`config.mk`:
```
export PLATFORM = sky130hd
export DESIGN_NAME = nibble_inc_sequencer_flat
export DESIGN_NICKNAME = d
export VERILOG_FILES = /design/src/rtl/nibble_inc_sequencer_if.sv /design/src/rtl/nibble_inc_sequencer.sv /design/src/flat_wrapper.sv
export SDC_FILE = /design/constraint.sdc
export NUM_CORES = 1
export LEC_CHECK = 0
export CORE_MARGIN = 4
export CORE_UTILIZATION = 45
export CTS_BUF_LIST = sky130_fd_sc_hd__clkbuf_8
export CTS_CLUSTER_SIZE = 25
export DETAILED_ROUTE_END_ITERATION = 8
export MAX_ROUTING_LAYER = met4
export PLACE_DENSITY = 0.82
export SYNTH_ARGS = -nofsm -noshare
export SYNTH_HDL_FRONTEND = slang
export SYNTH_SLANG_ARGS = --single-unit
```
`constraint.sdc`:
```
create_clock -name clk -period 2 [get_ports clk]
set_clock_uncertainty 0.05 [all_clocks]
set_input_delay 0.4 -clock clk [delete_from_list [all_inputs] [get_ports clk]]
set_output_delay 0.4 -clock clk [all_outputs]
set_load 0.01 [all_outputs]
```
`src/rtl/nibble_inc_sequencer_if.sv`:
```
// ----------------------------------------------------------------------------
// nibble_inc_sequencer_if
//   Operand/result stream bundle for nibble_inc_sequencer.
//   Input side : in_valid, in_ready, in_data[WIDTH], in_inc
//   Output side: out_valid, out_ready, out_data[WIDTH], out_co
//   modport slave  : the sequencer (accepts operands, presents results)
//   modport master : the producer/consumer around it
// ----------------------------------------------------------------------------
interface nibble_inc_sequencer_if #(
    parameter int NIBBLES = 4
);
    localparam int WIDTH = 4 * NIBBLES;

    logic             in_valid;
    logic             in_ready;
    logic [WIDTH-1:0] in_data;
    logic             in_inc;

    logic             out_valid;
    logic             out_ready;
    logic [WIDTH-1:0] out_data;
    logic             out_co;

    modport slave (
        input  in_valid, in_data, in_inc, out_ready,
        output in_ready, out_valid, out_data, out_co
    );

    modport master (
        output in_valid, in_data, in_inc, out_ready,
        input  in_ready, out_valid, out_data, out_co
    );
endinterface

```
`src/rtl/nibble_inc_sequencer.sv`:
```
// ----------------------------------------------------------------------------
// nibble_inc_sequencer
//   Drives a shared external 4-bit increment cell (S, Co = A + incr) one
//   nibble per clock so that a WIDTH = 4*NIBBLES bit operand is incremented
//   with the carry rippling between cycles, LSB nibble first.
//
//   Ports
//     clk, rst_n  : clock (rising edge), asynchronous active-low reset
//     bus (slave) : in_valid/in_ready/in_data/in_inc operand stream,
//                   out_valid/out_ready/out_data/out_co result stream
//     busy        : state != IDLE
//     inc_a/inc_b : to the increment cell (current nibble / running carry),
//                   both 0 whenever the sequencer is not in RUN
//     inc_s/inc_co: from the increment cell
//
//   Configuration macro: EARLY_EXIT_EN
//     Defined   -> RUN ends as soon as the carry dies (remaining nibbles are
//                  already correct); in_inc=0 goes straight to DONE.
//     Undefined -> always NIBBLES RUN cycles.
//   Results are identical in both builds; only latency differs.
// ----------------------------------------------------------------------------
module nibble_inc_sequencer #(
    parameter int NIBBLES = 4
) (
    input  logic                         clk,
    input  logic                         rst_n,
    nibble_inc_sequencer_if.slave        bus,
    output logic                         busy,
    output logic [3:0]                   inc_a,
    output logic                         inc_b,
    input  logic [3:0]                   inc_s,
    input  logic                         inc_co
);
    localparam int IDX_W = (NIBBLES > 1) ? $clog2(NIBBLES) : 1;
    localparam logic [IDX_W-1:0] LAST_IDX = IDX_W'(NIBBLES - 1);

    typedef enum logic [1:0] {
        S_IDLE = 2'd0,
        S_RUN  = 2'd1,
        S_DONE = 2'd2
    } state_e;

    state_e                    state_q, state_d;
    logic [NIBBLES-1:0][3:0]   work_q,  work_d;
    logic [IDX_W-1:0]          idx_q,   idx_d;
    logic                      carry_q, carry_d;
    logic                      out_co_q, out_co_d;

    // Next-state logic.
    always_comb begin
        // NOTE: every _d takes its held value first, so paths that don't
        // assign it cannot infer a latch.
        state_d  = state_q;
        work_d   = work_q;
        idx_d    = idx_q;
        carry_d  = carry_q;
        out_co_d = out_co_q;

        unique case (state_q)
            S_IDLE: begin
                if (bus.in_valid) begin
                    work_d   = bus.in_data;
                    carry_d  = bus.in_inc;
                    idx_d    = '0;
                    out_co_d = 1'b0;
`ifdef EARLY_EXIT_EN
                    // Nothing to add: the operand is already the result.
                    state_d  = bus.in_inc ? S_RUN : S_DONE;
`else
                    state_d  = S_RUN;
`endif
                end
            end

            S_RUN: begin
                work_d[idx_q] = inc_s;
                carry_d       = inc_co;
                if (idx_q == LAST_IDX) begin
                    state_d  = S_DONE;
                    out_co_d = inc_co;
                end
`ifdef EARLY_EXIT_EN
                else if (!inc_co) begin
                    // Carry died: higher nibbles are unchanged and no carry
                    // can leave the MSB.
                    state_d  = S_DONE;
                    out_co_d = 1'b0;
                end
`endif
                else begin
                    idx_d = idx_q + IDX_W'(1);
                end
            end

            S_DONE: begin
                if (bus.out_ready) begin
                    state_d = S_IDLE;
                end
            end

            default: begin
                state_d = S_IDLE;
            end
        endcase
    end

    // State registers.
    always_ff @(posedge clk or negedge rst_n) begin
        if (!rst_n) begin
            state_q  <= S_IDLE;
            // NOTE: the operand register is reset as well, so out_data and
            // inc_a come up at a defined 0 rather than X after reset.
            work_q   <= '0;
            idx_q    <= '0;
            carry_q  <= 1'b0;
            out_co_q <= 1'b0;
        end else begin
            // NOTE: non-blocking assignments only, so every flop samples the
            // pre-edge values computed by the comb block.
            state_q  <= state_d;
            work_q   <= work_d;
            idx_q    <= idx_d;
            carry_q  <= carry_d;
            out_co_q <= out_co_d;
        end
    end

    // Outputs decoded from registers only.
    assign bus.in_ready  = (state_q == S_IDLE);
    assign bus.out_valid = (state_q == S_DONE);
    assign bus.out_data  = work_q;
    assign bus.out_co    = out_co_q;
    assign busy          = (state_q != S_IDLE);

    // The cell is shared, so it sees zeros outside RUN.
    assign inc_a = (state_q == S_RUN) ? work_q[idx_q] : 4'h0;
    assign inc_b = (state_q == S_RUN) ? carry_q       : 1'b0;

endmodule
```
`src/flat_wrapper.sv`:
```
// flat-port wrapper written by rule: the top's interface ports become plain ports
module nibble_inc_sequencer_flat 
#(
    parameter int NIBBLES = 4
)
  (clk, rst_n, busy, inc_a, inc_b, inc_s, inc_co, bus_in_valid, bus_in_data, bus_in_inc, bus_out_ready, bus_in_ready, bus_out_valid, bus_out_data, bus_out_co);
  nibble_inc_sequencer_if #(.NIBBLES(NIBBLES)) bus_i ();
  input  logic clk;
  input  logic rst_n;
  output logic busy;
  output logic [3:0] inc_a;
  output logic inc_b;
  input  logic [3:0] inc_s;
  input  logic inc_co;
  input wire logic [$bits(bus_i.in_valid)-1:0] bus_in_valid;
  input wire logic [$bits(bus_i.in_data)-1:0] bus_in_data;
  input wire logic [$bits(bus_i.in_inc)-1:0] bus_in_inc;
  input wire logic [$bits(bus_i.out_ready)-1:0] bus_out_ready;
  output wire logic [$bits(bus_i.in_ready)-1:0] bus_in_ready;
  output wire logic [$bits(bus_i.out_valid)-1:0] bus_out_valid;
  output wire logic [$bits(bus_i.out_data)-1:0] bus_out_data;
  output wire logic [$bits(bus_i.out_co)-1:0] bus_out_co;
  assign bus_i.in_valid = bus_in_valid;
  assign bus_i.in_data = bus_in_data;
  assign bus_i.in_inc = bus_in_inc;
  assign bus_i.out_ready = bus_out_ready;
  assign bus_in_ready = bus_i.in_ready;
  assign bus_out_valid = bus_i.out_valid;
  assign bus_out_data = bus_i.out_data;
  assign bus_out_co = bus_i.out_co;
  nibble_inc_sequencer #(.NIBBLES(NIBBLES)) u_core (.clk(clk), .rst_n(rst_n), .bus(bus_i), .busy(busy), .inc_a(inc_a), .inc_b(inc_b), .inc_s(inc_s), .inc_co(inc_co));
endmodule
```
## Yosys cells after proc, flatten, opt, wreduce, memory -nomap -nowiden

Index checks and enable logic that the tools add are counted.

- Add/sub/neg operators: 1
- Magnitude comparators: 2
- Eq/ne operators: 7
- Multiplexer cells: 21
- Reduce and logical (&&, ||, !) cells: 8

Operators with widths:

| kind | count |
|---|---|
| one-hot mux 16 bit (2 select lines) | 1 |
| bitwise mux 16 bit | 1 |
| 2-to-1 mux 16 bit | 1 |
| 2-to-1 mux 4 bit | 3 |
| 2-to-1 mux 2 bit | 5 |
| AND reduction 3 bit | 3 |
| binary-select mux 4 bit (select 2 bit) | 1 |
| demux 4 bit (select 2 bit) | 1 |
| != test 2 bit, second input constant | 3 |
| one-hot mux 2 bit (3 select lines) | 1 |
| == test 2 bit, second input constant | 2 |
| 2-to-1 mux 1 bit | 4 |
| one-hot mux 1 bit (2 select lines) | 2 |
| one-hot mux 2 bit (2 select lines) | 1 |
| nonzero test 2 bit | 2 |
| less-than comparator 2 x 3 -> 1 bit, second input constant | 1 |
| adder 2 x 1 -> 2 bit, second input constant | 1 |
| == test 2 x 1 -> 1 bit, second input constant | 1 |
| >= comparator 2 x 1 -> 1 bit, second input constant | 1 |
| zero test 2 bit | 1 |
| != test 2 x 1 -> 1 bit, second input constant | 1 |
| AND reduction 2 bit | 1 |
| logical AND 1 bit | 1 |

- Register bits: 22
- Input bits: 26
- Logic and storage cells: 47

## Longest topological paths before layout

- Depth after elaboration: 6
- Depth in mapped cells: 6
- Gate-level depth less buffers: 5

## Worst setup path after synthesis

Ideal clock, no wire load.

- Kind: reg-to-output
- From: register u_core.idx_q[0]
- To: output inc_a[0]
- Data arrival time: 1225 ps
- Data required time: 1550 ps
- Path slack: 325 ps
- Cell stages (with the launch flop): 4
- Path buffers: 1
- Cell sequence: dfrtp_1 > buf_2 > mux4_2 > and2_1

- Word-level cells in the longest chain between the ends: 3

Ends and longest elaborated chain:

| element | line | source |
|---|---|---|
| from (decl) | nibble_inc_sequencer.sv:45 | `logic [IDX_W-1:0] idx_q, idx_d;` |
| from (signal assigned) | nibble_inc_sequencer.sv:122 | `idx_q <= idx_d;` |
| binary-select mux 4 bit (select 2 bit) | nibble_inc_sequencer.sv:136 | `assign inc_a = (state_q == S_RUN) ? work_q[idx_q] : 4'h0;` |
| 2-to-1 mux 4 bit (implied by the code) | nibble_inc_sequencer.sv:136 |  |
| 2-to-1 mux 4 bit | nibble_inc_sequencer.sv:136 |  |
| to (decl) | flat_wrapper.sv:11 | `output logic [3:0] inc_a;` |

Every way passes these cells. The select of a mux whose other input is x is not followed.

## Worst setup path in the final report

- From: register u_core.idx_q[0]
- To: output inc_a[3]

Same word-level chain as after synthesis.

==> results.txt <==
Path depth of the worst reg2reg path - 7
Placed Area - 0.00184 mm²
Compound-cell area share of the yosys netlist - 0.212
RSZ-0062 raised after global routing - true
CTS Buffer Depth - 2
Vias per cell - 5.81
Setup crit start - u_core.idx_q[0]
Final Hold Vio Count - 0
Die area - 0.00377 mm²
Final nets - 202
Share of layout cells above drive strength 1 - 0.222
# port buffers - 50
Crit path capture type - primary output
Dpl hpwl - 2760 µm
Max frequency - 487 MHz
Outcome - finished with violations
Post-Synth Adder-Cell Area - 0.0390
Crit path DAT - 1.60 ns
Measured slew at the worst slew-check pin - 0.439 ns
Core Area - 0.00273 mm²
Clock-pin slew on the worst setup and hold paths - 0.09 ns
Max VDD drop - 1.14 mV
Final Cycle Share - 1.03
Slew margin rel. - 0.704
Seq pwr share - 0.262
GRT met1 Usage - 0.288
Switching Share - 0.365
Clock Latency Late Sink - 0.27 ns
Mux cell area share after synthesis - 0.0789
Synth Register Bits - 22
Seq/Total Area, Yosys - 0.429
Critical path class - reg -> out
Die X - 61.4 µm
Setup ws final - -0.0534 ns
Worst EP required - 1.55 ns
CP cell instances - buf_4 > mux4_2 > and2_1 > buf_2
Element type at the critical path start - flip-flop
Hold WC Path Type - in -> async
Total power - 3.28 mW
Largest net degree at the start of global routing - 23
Setup Viol. Count Final - 3
Placer congestion estimate - 0.822
Yosys cell types - 30
Met2 Resource Use GR - 0.341
Synth warn - 0
Post-Layout Cell Count - 202
# diodes - 0
Mapped Avg Cell Area - 11.8 µm²
Minimum clock period - 2.05 ns
Critical path endpoint - inc_a[3]
Drt wl/cell - 18.7 µm
Final Max Tran Viols - 0
PD cells - 1690 mW/mm²
DRC violation count after routing - 0
GR Util met3 - 0.0273
Global routing's busiest layer - met2
Detail Route Antenna Nets - 0
R2r setup slk - 0.07 ns
Total CTS buffers - 3
Placed Cells - 194
Max Cap Viol - 0
Largest family of logic cells by synthesized area - compound AO/OA/AOI/OAI gates
Worst reg2reg endpoint - u_core.bus.out_data[1]
Simple-Gate Fraction of Synth Area - 0.169
Clock power share - 0.129
First-pass GRT wire length - 5790 µm
Boundary pin count - 51
Via count - 1,173
TritonCTS Sinks - 22
Crit. path cell count - 4
Power Internal - 2.08 mW
Drt first pass iters - 4
Syn_nets - 139
Post-route cell area - 0.00194 mm²
Slowest CP cell - mux4_2
CTS tree - done
Post-synthesis xor/xnor area fraction - 0
Worst-path fanout max - 3
Grt total ovfl - 0
Failing checks - setup timing
Post-CTS Hold Fix Bufs - 0
Row count - 19
Mapped Area - 0.00128 mm²
Die Span Y - 61.4 µm
Layout area overhead - 50.9%
Slowest stage delay, CP - 0.47 ns
Vias in the first global route - 1,206
# H-tree levels - 1
Switching pwr - 1.20 mW
Total track usage - 0.217
Worst slack at placement - -0.145 ns
Critical path's top delay family - multiplexers
Leakage - 0.931 nW
Initial antenna violation count - 0
Initial DRC count - 49
Initial core utilization - 0.470
WL final - 3770 µm
Worst flop-to-flop path startpoint - u_core.idx_q[0]
Synth Instances - 109
Comb power frac - 0.609
Crit path buffers/inverters - 2
Root buf cell - clkbuf_8
## power groups by stage
stage | clock (mW) | sequential (mW) | combinational (mW)
floorplan | 0 | 0.890 | 1.08
global route | 0.450 | 0.891 | 2.16
global placement | 0 | 0.864 | 1.90
finish | 0.425 | 0.858 | 2.00
detailed placement | 0 | 0.875 | 1.94
CTS | 0.435 | 0.850 | 2.02
## sequential cells by signal (all words and copies together), names as in the netlist
| name | cells |
|---|---|
| u_core.bus.out_data | 16 |
| u_core.idx_q | 2 |
| u_core.state_q | 2 |
| u_core.bus.out_co | 1 |
| u_core.carry_q | 1 |
## kinds of logic after synthesis
family          count (synthesis)
simple gates                   34
buf+inv                        13
mux                             5
flops                          22
fa+ha+maj                       4
compound gates                 31
## area by class of cell
cell class              instances  area, µm²
well taps                      31       38.8
clock inverters                 1       30.0
repair buffers                 66        613
multi-input cells              74        642
fillers                       204        797
clock buffers                   3       41.3
flip-flops and latches         22        553
inverters                       5       18.8
## metrics by stage
stage	setup TNS (ns)	utilization	hold WS, ns
after global placement	-0.461	0.672	0.460
after detailed placement	-0.532	0.672	0.477
after global routing	-0.313	0.708	0.456
after CTS	-0.136	0.710	0.438
after floorplan	0	-	0.0544
final	-0.0894	0.708	0.435
## repair_timing
item                       in CTS  in global routing
pin swaps                       2                  2
setup endpoints to repair       7                  5
setup buffers                   5                  0
gates resized for setup        24                  3
## placed cells by master, fill, tap and decap left out
cell type,n
clkdlybuf4s50_1,42
dfrtp_1,20
and3_1,16
a221o_1,16
buf_4,14
inv_1,5
mux4_2,4
and2_1,4
a21o_1,4
ha_1,4
nand2_1,3
o21ai_0,3
a22o_1,3
clkbuf_8,3
dlygate4sd2_1,3
buf_6,3
buf_2,3
nor2_1,2
nor2b_1,2
dfrtp_2,2
or2_2,1
and2b_4,1
and2_4,1
nand2b_1,1
nor3b_4,1
a21oi_2,1
mux2_2,1
a22o_2,1
o31ai_1,1
nand2_2,1
a31oi_1,1
a22oi_1,1
or3_1,1
bufinv_16,1
dlymetal6s2s_1,1
## layer usage
layer,share of wire,vias up
li1,-,548
met1,0.41,567
met2,0.49,50
met3,0.079,8
met4,0.022,0
met5,0,-
## synth_stat cells
library cell / count / share of area
dfrtp_1: 22 / 0.43
a221o_1: 16 / 0.12
and3_1: 16 / 0.078
and2_1: 5 / 0.024
inv_1: 5 / 0.015
a21o_1: 4 / 0.023
buf_6: 4 / 0.035
ha_1: 4 / 0.039
mux4_2: 4 / 0.070
a22o_1: 3 / 0.020
nand2_1: 3 / 0.0088
o21ai_0: 3 / 0.012
nor2_1: 2 / 0.0059
nor2b_1: 2 / 0.0097
a21oi_2: 1 / 0.0068
a22o_2: 1 / 0.0078
a22oi_1: 1 / 0.0059
a31oi_1: 1 / 0.0049
and2b_4: 1 / 0.0078
buf_2: 1 / 0.0039
buf_4: 1 / 0.0059
clkbuf_1: 1 / 0.0029
clkbuf_8: 1 / 0.011
mux2_2: 1 / 0.0088
nand2_2: 1 / 0.0049
nand2b_1: 1 / 0.0049
nor3b_4: 1 / 0.015
o31ai_1: 1 / 0.0059
or2_2: 1 / 0.0049
or3_1: 1 / 0.0049
## how the worst min path moves through the flow
| stage | startpoint | depth (start not counted) | to |
|---|---|---|---|
| final | rst_n | 2 | u_core.bus.out_data[5] |
| after detailed placement | u_core.bus.out_data[6] | 1 | u_core.bus.out_data[6] |
| after floorplan | rst_n | 0 | u_core.bus.out_co |
| after global routing | rst_n | 2 | u_core.bus.out_data[4] |
| after global placement | u_core.bus.out_co | 1 | u_core.bus.out_co |
| after CTS | rst_n | 2 | u_core.bus.out_data[5] |
Power figures use the tool's default switching activity.
==> edit, RTL diff (same flow settings) <==
Build with the macro `EARLY_EXIT_EN` defined.
--- a/src/rtl/nibble_inc_sequencer.sv
+++ b/src/rtl/nibble_inc_sequencer.sv
@@ -20,4 +20,6 @@
 //   Results are identical in both builds; only latency differs.
 // ----------------------------------------------------------------------------
+`define EARLY_EXIT_EN
+
 module nibble_inc_sequencer #(
     parameter int NIBBLES = 4
Function: changed (a bounded check fails within 4 cycles, from zero or initial values and one cycle with rst_n low).
==> edit against the unedited design <==
The run still ends with setup timing left. Sequential power shrank 4.5%. Routed wire length shrank 5.1%. Synthesized cell count shrank 6.4%. Register-to-register slack gained 30 ps. Synthesized area shrank 4.6%. Count of clock-buffer cells in the layout is the same. Sequential cell count is the same. Worst hold slack lost 12 ps. Total power shrank 19%. Non-clock buffer count grew 2. Largest cell class is now buffers. First-iteration DRC count shrank 6.1%. Final area shrank 0.90%. Setup slack gained 36 ps.
==> edit: results (changes against the unedited design) <==
Reg2Reg Setup Slack - 100 ps (+30 ps)
Post-Place Setup Slack - -157 ps (-11.8 ps)
reg2reg end - u_core.idx_q[0]
share of cells above drive strength 1 - 0.240 (+0.0173)
P_leak - 0.918 nW (-1.4%)
# setup viols final - 1 (-2)
dpl cells - 187 (-3.6%)
Arr. time, crit path - 1570 ps (-30 ps)
GP Congestion - 0.789 (-3.9%)
routing usage on met1 - 0.254 (-0.0337)
Peak VDD IR - 0.887 mV (-22%)
Detail Route met2 WL - 1880 um (+1.3%)
Nets - 199 (-1.5%)
synth cell count leaders - dfrtp_1, a221o_1, and3_1
failing checks - setup timing
met3 WL - 273 um (-8.1%)
Total Routing Usage GR - 0.229 (+0.0118)
Mapped Cells - 102 (-6.4%)
final worst slack - -17.6 ps (+35.8 ps)
syn_nets - 132 (-5.0%)
Min Hold Slack - 423 ps (-11.9 ps)
sequential-to-total area share from yosys stat - 0.449 (+0.0206)
met2 GRT Util - 0.403 (+0.0614)
post-synthesis cell type count - 24 (-20%)
internal power - 1.71 mW (-18%)
M1 wire length - 1390 um (-9.5%)
Detailed Place HPWL - 2650 um (-4.1%)
1st-iter DRT viols - 46 (-6.1%)
Setup TNS - -17.6 ps (+71.8 ps)
Fill cells - 186 (-8.8%)
Least-Margin Pin Slew - 383 ps (-56.3 ps)
WL/cell - 18.2 um (-2.7%)
Synth Area in Compound Gates - 0.201 (-0.0103)
vias in the first global route - 1269 (+5.2%)
first-pass GRT wire length - 5920 um (+2.3%)
met3 usage - 0.0389 (+0.0116)
status - finished with violations
WL final - 3580 um (-5.1%)
post-synthesis mux area share - 0.0827 (+0.00379)
synth top area cells - dfrtp_1, a221o_1, and3_1
Placed Area - 0.00181 mm2 (-1.6%)
Area Growth Syn to Fin - 56.7%
## edit: what timing repair did
item,4_1_cts,5_1_grt
hold endpoints to repair,0,0
gates resized for setup,20,8
hold buffers,0,0
pin swaps,1,1
setup endpoints to repair,6,11
setup buffers,6,1
## edit: critical path, stage by stage (launching register included)
cell	delay, ps
dfrtp_2	420
buf_6	120
buf_6	100
mux4_2	400
and2_4	150
buf_6	110
## edit: power groups by stage
stage | Clock (mW) | Combinational [mW] | Sequential (mW)
global route | 0.298 | 1.67 | 0.852
finish | 0.275 | 1.55 | 0.819
CTS | 0.277 | 1.52 | 0.816
floorplan | 0 | 0.685 | 0.871
detailed placement | 0 | 1.42 | 0.846
global placement | 0 | 1.37 | 0.831
## edit: layout make-up
| class | count | area share |
|---|---|---|
| well taps | 30 | 0.0196 |
| inverters | 5 | 0.00978 |
| repair buffers | 68 | 0.340 |
| clock buffers | 3 | 0.0215 |
| multi-input cells | 69 | 0.322 |
| flip-flops and latches | 22 | 0.287 |
